## src/rtl/mb_bus_master.sv

```systemverilog
// Single-word bus initiator for the MicroBlaze-style slave bus; polls the status hold flags before data-window accesses.
// Optional timeouts on polls and acks are compiled in with `define MB_MASTER_TIMEOUT_EN.
module mb_bus_master #(
  parameter logic [31:0] STATUS_ADDR = 32'h80F00004,
  parameter int          POLL_LIMIT  = 1024,
  parameter int          ACK_LIMIT   = 16
) (
  input  logic        MB_CLK,
  input  logic        MB_RESET,
  input  logic        CMD_VALID,
  output logic        CMD_READY,
  input  logic        CMD_RNW,
  input  logic [31:0] CMD_ADDR,
  input  logic [31:0] CMD_WDATA,
  output logic        RSP_VALID,
  output logic [31:0] RSP_RDATA,
  output logic        RSP_ERR,
  output logic        BUSY,
  output logic [31:0] MB_ADRESS,
  output logic        MB_CS,
  output logic        MB_RNW,
  output logic [31:0] MB_DATA_IN,
  input  logic [31:0] MB_DATA_OUT,
  input  logic        MB_RD_ACK
);

  typedef enum logic [2:0] {IDLE, POLL_ISSUE, POLL_WAIT, ACCESS, RD_WAIT, RESP} state_t;
  typedef enum logic [1:0] {PC_NONE, PC_WR, PC_RD} poll_t;

  typedef struct packed {
    logic        rnw;
    logic [31:0] addr;
    logic [31:0] wdata;
    poll_t       pclass;
  } cmd_t;

  state_t state, state_nxt;
  cmd_t   cmd_in, cmd_q, cmd_cur;
  logic   hold_bit;
  logic   poll_exh, ack_tmo;

  always_comb begin
    cmd_in.rnw    = CMD_RNW;
    cmd_in.addr   = CMD_ADDR;
    cmd_in.wdata  = CMD_WDATA;
    cmd_in.pclass = PC_NONE;
    if (!CMD_RNW && CMD_ADDR >= 32'h8000_0000 && CMD_ADDR < 32'h8080_0000)
      cmd_in.pclass = PC_WR;
    else if (CMD_RNW && CMD_ADDR >= 32'h8080_0000 && CMD_ADDR < 32'h80F0_0000)
      cmd_in.pclass = PC_RD;
  end

  // A NONE-class command issues its access on the accept edge, before cmd_q is loaded.
  assign cmd_cur   = (state == IDLE) ? cmd_in : cmd_q;
  assign hold_bit  = (cmd_q.pclass == PC_WR) ? MB_DATA_OUT[1] : MB_DATA_OUT[0];
  assign CMD_READY = (state == IDLE);
  assign BUSY      = (state != IDLE);

  always_comb begin
    state_nxt = state;
    case (state)
      IDLE:       if (CMD_VALID) state_nxt = (cmd_in.pclass == PC_NONE) ? ACCESS : POLL_ISSUE;
      POLL_ISSUE: state_nxt = POLL_WAIT;
      POLL_WAIT: begin
        if (MB_RD_ACK) begin
          if (!hold_bit)    state_nxt = ACCESS;
          else if (poll_exh) state_nxt = RESP;
          else              state_nxt = POLL_ISSUE;
        end else if (ack_tmo) begin
          state_nxt = RESP;
        end
      end
      ACCESS:     state_nxt = cmd_q.rnw ? RD_WAIT : RESP;
      RD_WAIT:    if (MB_RD_ACK || ack_tmo) state_nxt = RESP;
      RESP:       state_nxt = IDLE;
      default:    state_nxt = IDLE;
    endcase
  end

  // Bus and response outputs are registered from the next state so they line up with it.
  always_ff @(posedge MB_CLK or posedge MB_RESET) begin
    if (MB_RESET) begin
      state      <= IDLE;
      cmd_q      <= '0;
      MB_CS      <= 1'b0;
      MB_RNW     <= 1'b1;
      MB_ADRESS  <= '0;
      MB_DATA_IN <= '0;
      RSP_VALID  <= 1'b0;
      RSP_RDATA  <= '0;
    end else begin
      state <= state_nxt;
      if (state == IDLE && CMD_VALID) cmd_q <= cmd_in;
      MB_CS <= (state_nxt == POLL_ISSUE) || (state_nxt == ACCESS);
      if (state_nxt == POLL_ISSUE) begin
        MB_RNW    <= 1'b1;
        MB_ADRESS <= STATUS_ADDR;
      end else if (state_nxt == ACCESS) begin
        MB_RNW     <= cmd_cur.rnw;
        MB_ADRESS  <= cmd_cur.addr;
        MB_DATA_IN <= cmd_cur.wdata;
      end
      RSP_VALID <= (state_nxt == RESP);
      if (state_nxt == RESP)
        RSP_RDATA <= (state == RD_WAIT && MB_RD_ACK) ? MB_DATA_OUT : 32'h0;
    end
  end

`ifdef MB_MASTER_TIMEOUT_EN
  localparam int PW = $clog2(POLL_LIMIT + 1);
  localparam int AW = $clog2(ACK_LIMIT + 1);

  logic [PW-1:0] poll_cnt;
  logic [AW-1:0] wait_cnt;
  logic          err_nxt, rsp_err_q;

  assign poll_exh = (poll_cnt >= PW'(POLL_LIMIT));
  assign ack_tmo  = (wait_cnt >= AW'(ACK_LIMIT - 1));
  assign err_nxt  = (state == POLL_WAIT && ((MB_RD_ACK && hold_bit && poll_exh) || (!MB_RD_ACK && ack_tmo)))
                 || (state == RD_WAIT && !MB_RD_ACK && ack_tmo);
  assign RSP_ERR  = rsp_err_q;

  always_ff @(posedge MB_CLK or posedge MB_RESET) begin
    if (MB_RESET) begin
      poll_cnt  <= '0;
      wait_cnt  <= '0;
      rsp_err_q <= 1'b0;
    end else begin
      if (state_nxt == POLL_ISSUE)
        poll_cnt <= (state == IDLE) ? PW'(1) : poll_cnt + 1'b1;
      else if (state == IDLE)
        poll_cnt <= '0;
      // Counts silent cycles within one wait; any state change restarts it.
      if ((state == POLL_WAIT || state == RD_WAIT) && state_nxt == state)
        wait_cnt <= wait_cnt + 1'b1;
      else
        wait_cnt <= '0;
      if (state_nxt == RESP) rsp_err_q <= err_nxt;
    end
  end
`else
  assign poll_exh = 1'b0;
  assign ack_tmo  = 1'b0;
  assign RSP_ERR  = 1'b0;
`endif

endmodule
```

## config.mk

```make
export PLATFORM = sky130hd
export DESIGN_NAME = mb_bus_master
export DESIGN_NICKNAME = d
export VERILOG_FILES = /design/src/rtl/mb_bus_master.sv
export SDC_FILE = /design/constraint.sdc
export NUM_CORES = 1
export LEC_CHECK = 0
export BUFFER_PORTS_ARGS = -buffer_cell sky130_fd_sc_hd__buf_2
export CORE_MARGIN = 4
export CORE_UTILIZATION = 43
export CTS_CLUSTER_DIAMETER = 200
export CTS_CLUSTER_SIZE = 12
export DETAILED_ROUTE_END_ITERATION = 10
export HOLD_SLACK_MARGIN = 0.12
export PLACE_DENSITY = 0.68
export SYNTH_ARGS = -nofsm -noshare
export SYNTH_HDL_FRONTEND = slang
export SYNTH_SLANG_ARGS = --single-unit
```

## constraint.sdc

```tcl
create_clock -name MB_CLK -period 7.86 [get_ports MB_CLK]
set_clock_uncertainty 0.2 [all_clocks]
set_input_delay 1.572 -clock MB_CLK [delete_from_list [all_inputs] [get_ports MB_CLK]]
set_output_delay 1.572 -clock MB_CLK [all_outputs]
set_load 0.03 [all_outputs]
```

==> results_dict.tcl, run 1 <==
set metrics [dict create \
    synth_cells 511 \
    globalRouteOverflowTotal 0 \
    synth.area.top_cells "dfrtp_1 59%, mux2_2 15%, mux2_1 4.7%" \
    final-setup-viol-count 0 \
    synth_top_family_by_area "multiplexers" \
    drc 0 \
    synth_nets 612 \
    post_cts_resize_count 0 \
    post_synth_and_or_nand_nor_area_fraction_pct 3.62 \
    synth.avg_cell_area_um2 14.0 \
    sum_of_negative_setup_slack_ns 0 \
    yosys.area_share.adder_pct 0 \
    route.detailed.vias_per_inst 5.15 \
    post_route_cells_drive_above_1_share_pct 48.2 \
    hold_class "flip-flop to flip-flop" \
    num-fill-cells 1346 \
    cap_viol_max_count 0 \
    synth_sequential_area_ratio_pct 59.1 \
    standard_cell_rows 46 \
    maximum_number_of_pins_on_one_net_before_global_route_repair 102 \
    synth-compound-area-share_pct 9.15 \
    dominantRegCellSynth "dfrtp_1" \
    cts.hold.buffers_added 0 \
    finish.instance_area_um2 8880 \
    io_buffer_count 201 \
    ports 203 \
    setup.worst_path.end_class "primary output" \
    vias 4792 \
    slew_viol_final 0 \
    cts.htree.levels 4 \
    drt_first_pass_iters 4 \
    p_leak_nw 4.36 \
    synthDominantCellAreaShare_pct 58.8 \
    clock_tree_from_tritoncts "done" \
    grt_util_all_layers_pct 17.9 \
    clock-sinks 169 \
    cp-start-kind "flip-flop" \
    post_cts_buffers 0 \
    timing.final.crit_period_ns 4.26 \
    floorplan.die_area_um2 18800 \
    syn2layout_area_growth_pct 24.2 \
    gp_congestion 0.741 \
    final-hold-violation-count 0 \
    route.detailed.wl_per_inst_um 17.8 \
    arrival_ns 2.49 \
    drt_first_iter_violations 281 \
    detail-route-antenna-nets 0 \
    area.sequential_um2 4230 \
    outcome "finished, final reports clean" \
    clock_tree.buffer_depth 2 \
    multi_input_area_um2 2720 \
    power_density_cells_nw_per_um2 465 \
    dp_hpwl_um 11300 \
    first_global_vias 4986 \
    syn-cell-area_um2 7150 \
    timing.slew.headroom_pct 15.8 \
    path_class "flip-flop to primary output" \
    global_route_wire_length_before_repair_um 26200 \
    synth-warning-count 0 \
    worstMarginPinSlew_ns 1.26 \
    die_height_um 137 \
    grt_setup_unrepaired "no" \
    period_utilization_pct 54.2 \
    core_um2 16100 \
    grt_antenna_before_repair 2 \
    cp_data_required_time_ns 6.09 \
    fmax_ghz 0.235 \
    placed_area_um2 8290 \
    yosysUniqueCellTypes 42 \
    wl_um 16500 \
    post-synth-top-area-cell "dfrtp_1" \
    clockRootBuffer "clkbuf_16" \
    start_util_pct 44.4 \
    synth.mux.area_fraction_pct 24.8 \
    clk_latency_worst_skew_pair_ns 0.42 \
    clk_pin_slew_ns 0.07 \
    place.detailed.instances 897 \
    hold_slack_ns 0.283 \
    worst_path_maximum_fanout 37 \
    cts_made_buffers 17 \
    die_span_in_x_um 137 \
    parity_gate_share_of_the_synthesized_area_counting_xor_and_xnor_cells_pct 0.122 \
    nets 801 \
    ys_ff_latch 169 \
    instances_no_fill 931 \
    number_of_enable_flip_flop_cells_after_synthesis 0 \
    power.ir.vdd_worst_v 0.000273 \
    postSynth.asyncResetShare_pct 100 \
]
## logic make-up (layout without fill, tap and decap cells)
| kind of cell | after synthesis | count (layout) |
|---|---|---|
| multiplexers | 161 | 161 |
| buffers and inverters | 42 | 244 |
| XOR/XNOR | 1 | 1 |
| other | 1 | 3 |
| AO/OA/AOI/OAI | 78 | 78 |
| flip-flops | 169 | 169 |
| AND/OR/NAND/NOR | 59 | 59 |
## through the flow
step	total power, mW	setup WS, ns	utilization (%)
2_1_floorplan	2.87	1.51	-
3_3_place_gp	3.26	3.98	51.5
3_5_place_dp	3.33	3.91	51.5
4_1_cts	4.18	3.58	55.1
5_1_grt	4.38	3.48	55.1
6_report	4.13	3.60	55.1
## final cells by class
cell class | count | area share, %
multi-input combinational | 300 | 30.6
clock inverter | 13 | 1.63
sequential | 169 | 47.6
clock buffer | 19 | 4.99
antenna | 2 | 0.0563
timing repair buffer | 206 | 11.7
tap | 216 | 3.04
inverter | 6 | 0.338
## where the power goes
group | switching [mW] | internal [mW] | total, mW
registers | 0.205 | 1.27 | 1.48
logic | 1.07 | 0.756 | 1.82
clock network | 0.350 | 0.480 | 0.830
## sequential cells by signal, indices dropped and copies added (netlist names)
register	count
MB_DATA_IN	32
RSP_VALID	1
MB_RNW	1
state	3
MB_CS	1
RSP_RDATA	32
MB_ADRESS	32
cmd_q	67
## layout by cell type (no fill, tap or decap), types with 3 or more instances in the layout
cell type,n
inv_1,3
clkinv_4,3
clkbuf_16,17
mux2_1,30
nand2_1,11
nor2_1,34
dfrtp_1,168
mux2_2,98
buf_4,5
a211oi_1,26
buf_2,201
a211o_1,7
a22o_1,32
clkinv_2,3
inv_6,3
mux2i_1,33
## synthesized netlist by cell type, types with 2 or more instances
cell      instances
a22o_1           32
a31oi_1           2
mux2_2           98
o21ai_0           2
a211oi_1         26
nor2_1           34
clkbuf_1         19
a211o_1           7
inv_1             4
buf_2             8
or3_1             2
nor2b_1           2
buf_4             2
buf_6             2
nand2_1          11
nand4_1           2
nand3_1           2
buf_8             3
mux2i_1          33
buf_1             2
mux2_1           30
dfrtp_1         168
## critical path, stage by stage (launching register included)
cell and delay [ns]:
dfrtp_1 0.47, or3_2 0.49, buf_4 0.33, inv_4 0.45, buf_2 0.29
## path summary, 6_finish.rpt
kind,slack [ns],depth (start not counted),endpoint,start
max,3.60,4,CMD_READY,state[0]
min,0.28,1,MB_DATA_IN[21],MB_DATA_IN[21]
max reg2reg,3.97,6,MB_DATA_IN[9],state[0]
min reg2reg,0.28,1,MB_DATA_IN[21],MB_DATA_IN[21]
max in group asynchronous,4.90,3,MB_ADRESS[1],MB_RESET
min in group asynchronous,1.16,2,MB_DATA_IN[11],MB_RESET
## layer usage
layer  global-route usage [%]  vias up  share of wire, %
met5                        0        -             0.042
met2                     27.7      150                47
met1                     24.1     2371                44
met4                     5.88        2               1.8
met3                     5.81       24               6.6
li1                         -     2245                 -
(Power assumes the default switching activity.)
==> inputs of run 2 (changes only) <==
--- a/config.mk
+++ b/config.mk
@@ -12,7 +12,7 @@
 export CTS_CLUSTER_SIZE = 12
 export DETAILED_ROUTE_END_ITERATION = 10
 export HOLD_SLACK_MARGIN = 0.12
-export PLACE_DENSITY = 0.68
+export PLACE_DENSITY = 0.71
 export SYNTH_ARGS = -nofsm -noshare
 export SYNTH_HDL_FRONTEND = slang
 export SYNTH_SLANG_ARGS = --single-unit
==> constraint.sdc (replaced) <==
create_clock -name MB_CLK -period 3.7 [get_ports MB_CLK]
set_clock_uncertainty 0.2 [all_clocks]
set_input_delay 0.74 -clock MB_CLK [delete_from_list [all_inputs] [get_ports MB_CLK]]
set_output_delay 0.74 -clock MB_CLK [all_outputs]
set_load 0.03 [all_outputs]
==> results_dict.tcl, run 2 (synthesis results as in run 1) <==
set metrics [dict create \
    outcome "finished, final reports clean" \
    path_class "flip-flop to primary output" \
    place.detailed.instances 900 \
    start_util_pct 44.4 \
    layout_commonest_cell "buf_2" \
    top_register "cmd_q" \
    die_span_in_x_um 137 \
    cap_viol_max_count 0 \
    core_um2 16100 \
    standard_cell_rows 46 \
    final_core_density_pct 55.2 \
    placed_area_um2 8330 \
    final-hold-violation-count 0 \
    drt_first_pass_iters 4 \
    clk_latency_worst_skew_pair_ns 0.42 \
    clk_pin_slew_ns 0.06 \
    ports 203 \
    clock_tree_from_tritoncts "done" \
    post_route_cells_drive_above_1_share_pct 48.6 \
    worst_path_maximum_fanout 33 \
    clockRootBuffer "clkbuf_16" \
    final-setup-viol-count 0 \
    setup.worst_path.end_class "primary output" \
    cp_data_required_time_ns 2.76 \
    detail-route-antenna-nets 0 \
    drt_first_iter_violations 193 \
    grt_antenna_before_repair 2 \
    die_height_um 137 \
    grt_setup_unrepaired "no" \
    slew_viol_final 0 \
    first_global_vias 5058 \
    fmax_ghz 0.334 \
    arrival_ns 2.06 \
    grt_util_all_layers_pct 17.5 \
    period_utilization_pct 81.0 \
    cts_made_buffers 17 \
    antenna_cells 0 \
    cp-start-kind "flip-flop" \
    timing.final.crit_period_ns 3.00 \
    power.ir.vdd_worst_v 0.000481 \
    cts.htree.levels 4 \
    nets 804 \
    largest_reg_flops 67 \
    vias 4811 \
    hold_class "flip-flop to flip-flop" \
    worstPathCellList "or3_2 > buf_4 > buf_2" \
    syn2layout_area_growth_pct 24.3 \
    power_density_cells_nw_per_um2 977 \
    floorplan.die_area_um2 18800 \
    cts.hold.buffers_added 0 \
    sum_of_negative_setup_slack_ns 0 \
    max_stage_delay_ns 0.56 \
    layout_common_cells "201 x buf_2, 168 x dfrtp_1, 98 x mux2_2" \
    maximum_number_of_pins_on_one_net_before_global_route_repair 170 \
    timing.slew.headroom_pct 32.0 \
    p_leak_nw 4.36 \
    route.detailed.vias_per_inst 5.16 \
    worstMarginPinSlew_ns 1.02 \
    wl_um 16200 \
    io_buffer_count 201 \
    clock-sinks 169 \
    globalRouteOverflowTotal 0 \
    num-fill-cells 1374 \
    cp_slowest_cell "or3_2" \
    instances_no_fill 932 \
    global_route_wire_length_before_repair_um 25900 \
    gp_congestion 0.777 \
    finish.instance_area_um2 8890 \
    post_cts_resize_count 0 \
    drc 0 \
    dp_hpwl_um 11100 \
    post_cts_buffers 0 \
    clock_tree.buffer_depth 2 \
    route.detailed.wl_per_inst_um 17.4 \
]
[run 2: cell count changes in the layout (fill, tap and decap cells not counted)]
cell,before,now
buf_12,0,1
inv_8,1,0
clkinv_4,3,2
buf_4,5,7
clkbuf_1,1,0
inv_6,3,4
bufinv_16,2,0
clkbuf_8,1,4
clkinvlp_4,2,4
diode_2,2,0
clkinv_2,3,2
[run 2: power by group]
part / switching (mW) / internal [mW] / leakage [nW]
logic: 2.26 / 1.62 / 2.02
clock network: 0.729 / 0.939 / 0.273
registers: 0.434 / 2.70 / 2.07
total: 3.42 / 5.26 / 4.36
[run 2: through the flow]
step | setup WS (ns) | power (mW) | hold slack (ns)
2_1_floorplan | 0.606 | 6.10 | 0.258
3_3_place_gp | 0.672 | 6.93 | 0.263
5_1_grt | 0.623 | 9.22 | 0.306
4_1_cts | 0.679 | 8.81 | 0.288
3_5_place_dp | 0.545 | 7.10 | 0.270
6_report | 0.705 | 8.68 | 0.284
[run 2: worst paths after layout]
check / startpoint / endpoint / slack [ns] / cells after the start
max in group asynchronous: MB_RESET / RSP_RDATA[11] / 2.28 / 3
worst min-delay path: MB_DATA_IN[2] / MB_DATA_IN[2] / 0.28 / 1
min in group asynchronous: MB_RESET / cmd_q[40] / 0.40 / 3
worst min register to register: MB_DATA_IN[2] / MB_DATA_IN[2] / 0.28 / 1
worst max-delay path: state[0] / BUSY / 0.70 / 3
worst max register to register: state[0] / cmd_q[0] / 0.91 / 5
[run 2: metal layers]
layer / track usage [%] / wire length, µm / vias to the layer above
met5: 0 / 28 / -
met3: 5.33 / 1030 / 22
met1: 22.1 / 6790 / 2388
met4: 4.71 / 176 / 4
li1: - / - / 2260
met2: 29.3 / 8170 / 137
[run 2: cell type report]
type / count / area [µm²] / share of cell area, %
sequential: 169 / 4230 / 47.6
multi-input combinational: 300 / 2720 / 30.6
timing repair buffer: 209 / 1080 / 12.1
clock buffer: 21 / 480 / 5.40
tap: 216 / 270 / 3.04
clock inverter: 11 / 85.1 / 0.957
inverter: 6 / 28.8 / 0.324
[run 2: critical path: cells and delay by family (launching register included)]
family	cells	cell delay, ns
buf+inv	2	0.60
flops	1	0.47
simple gates	1	0.56
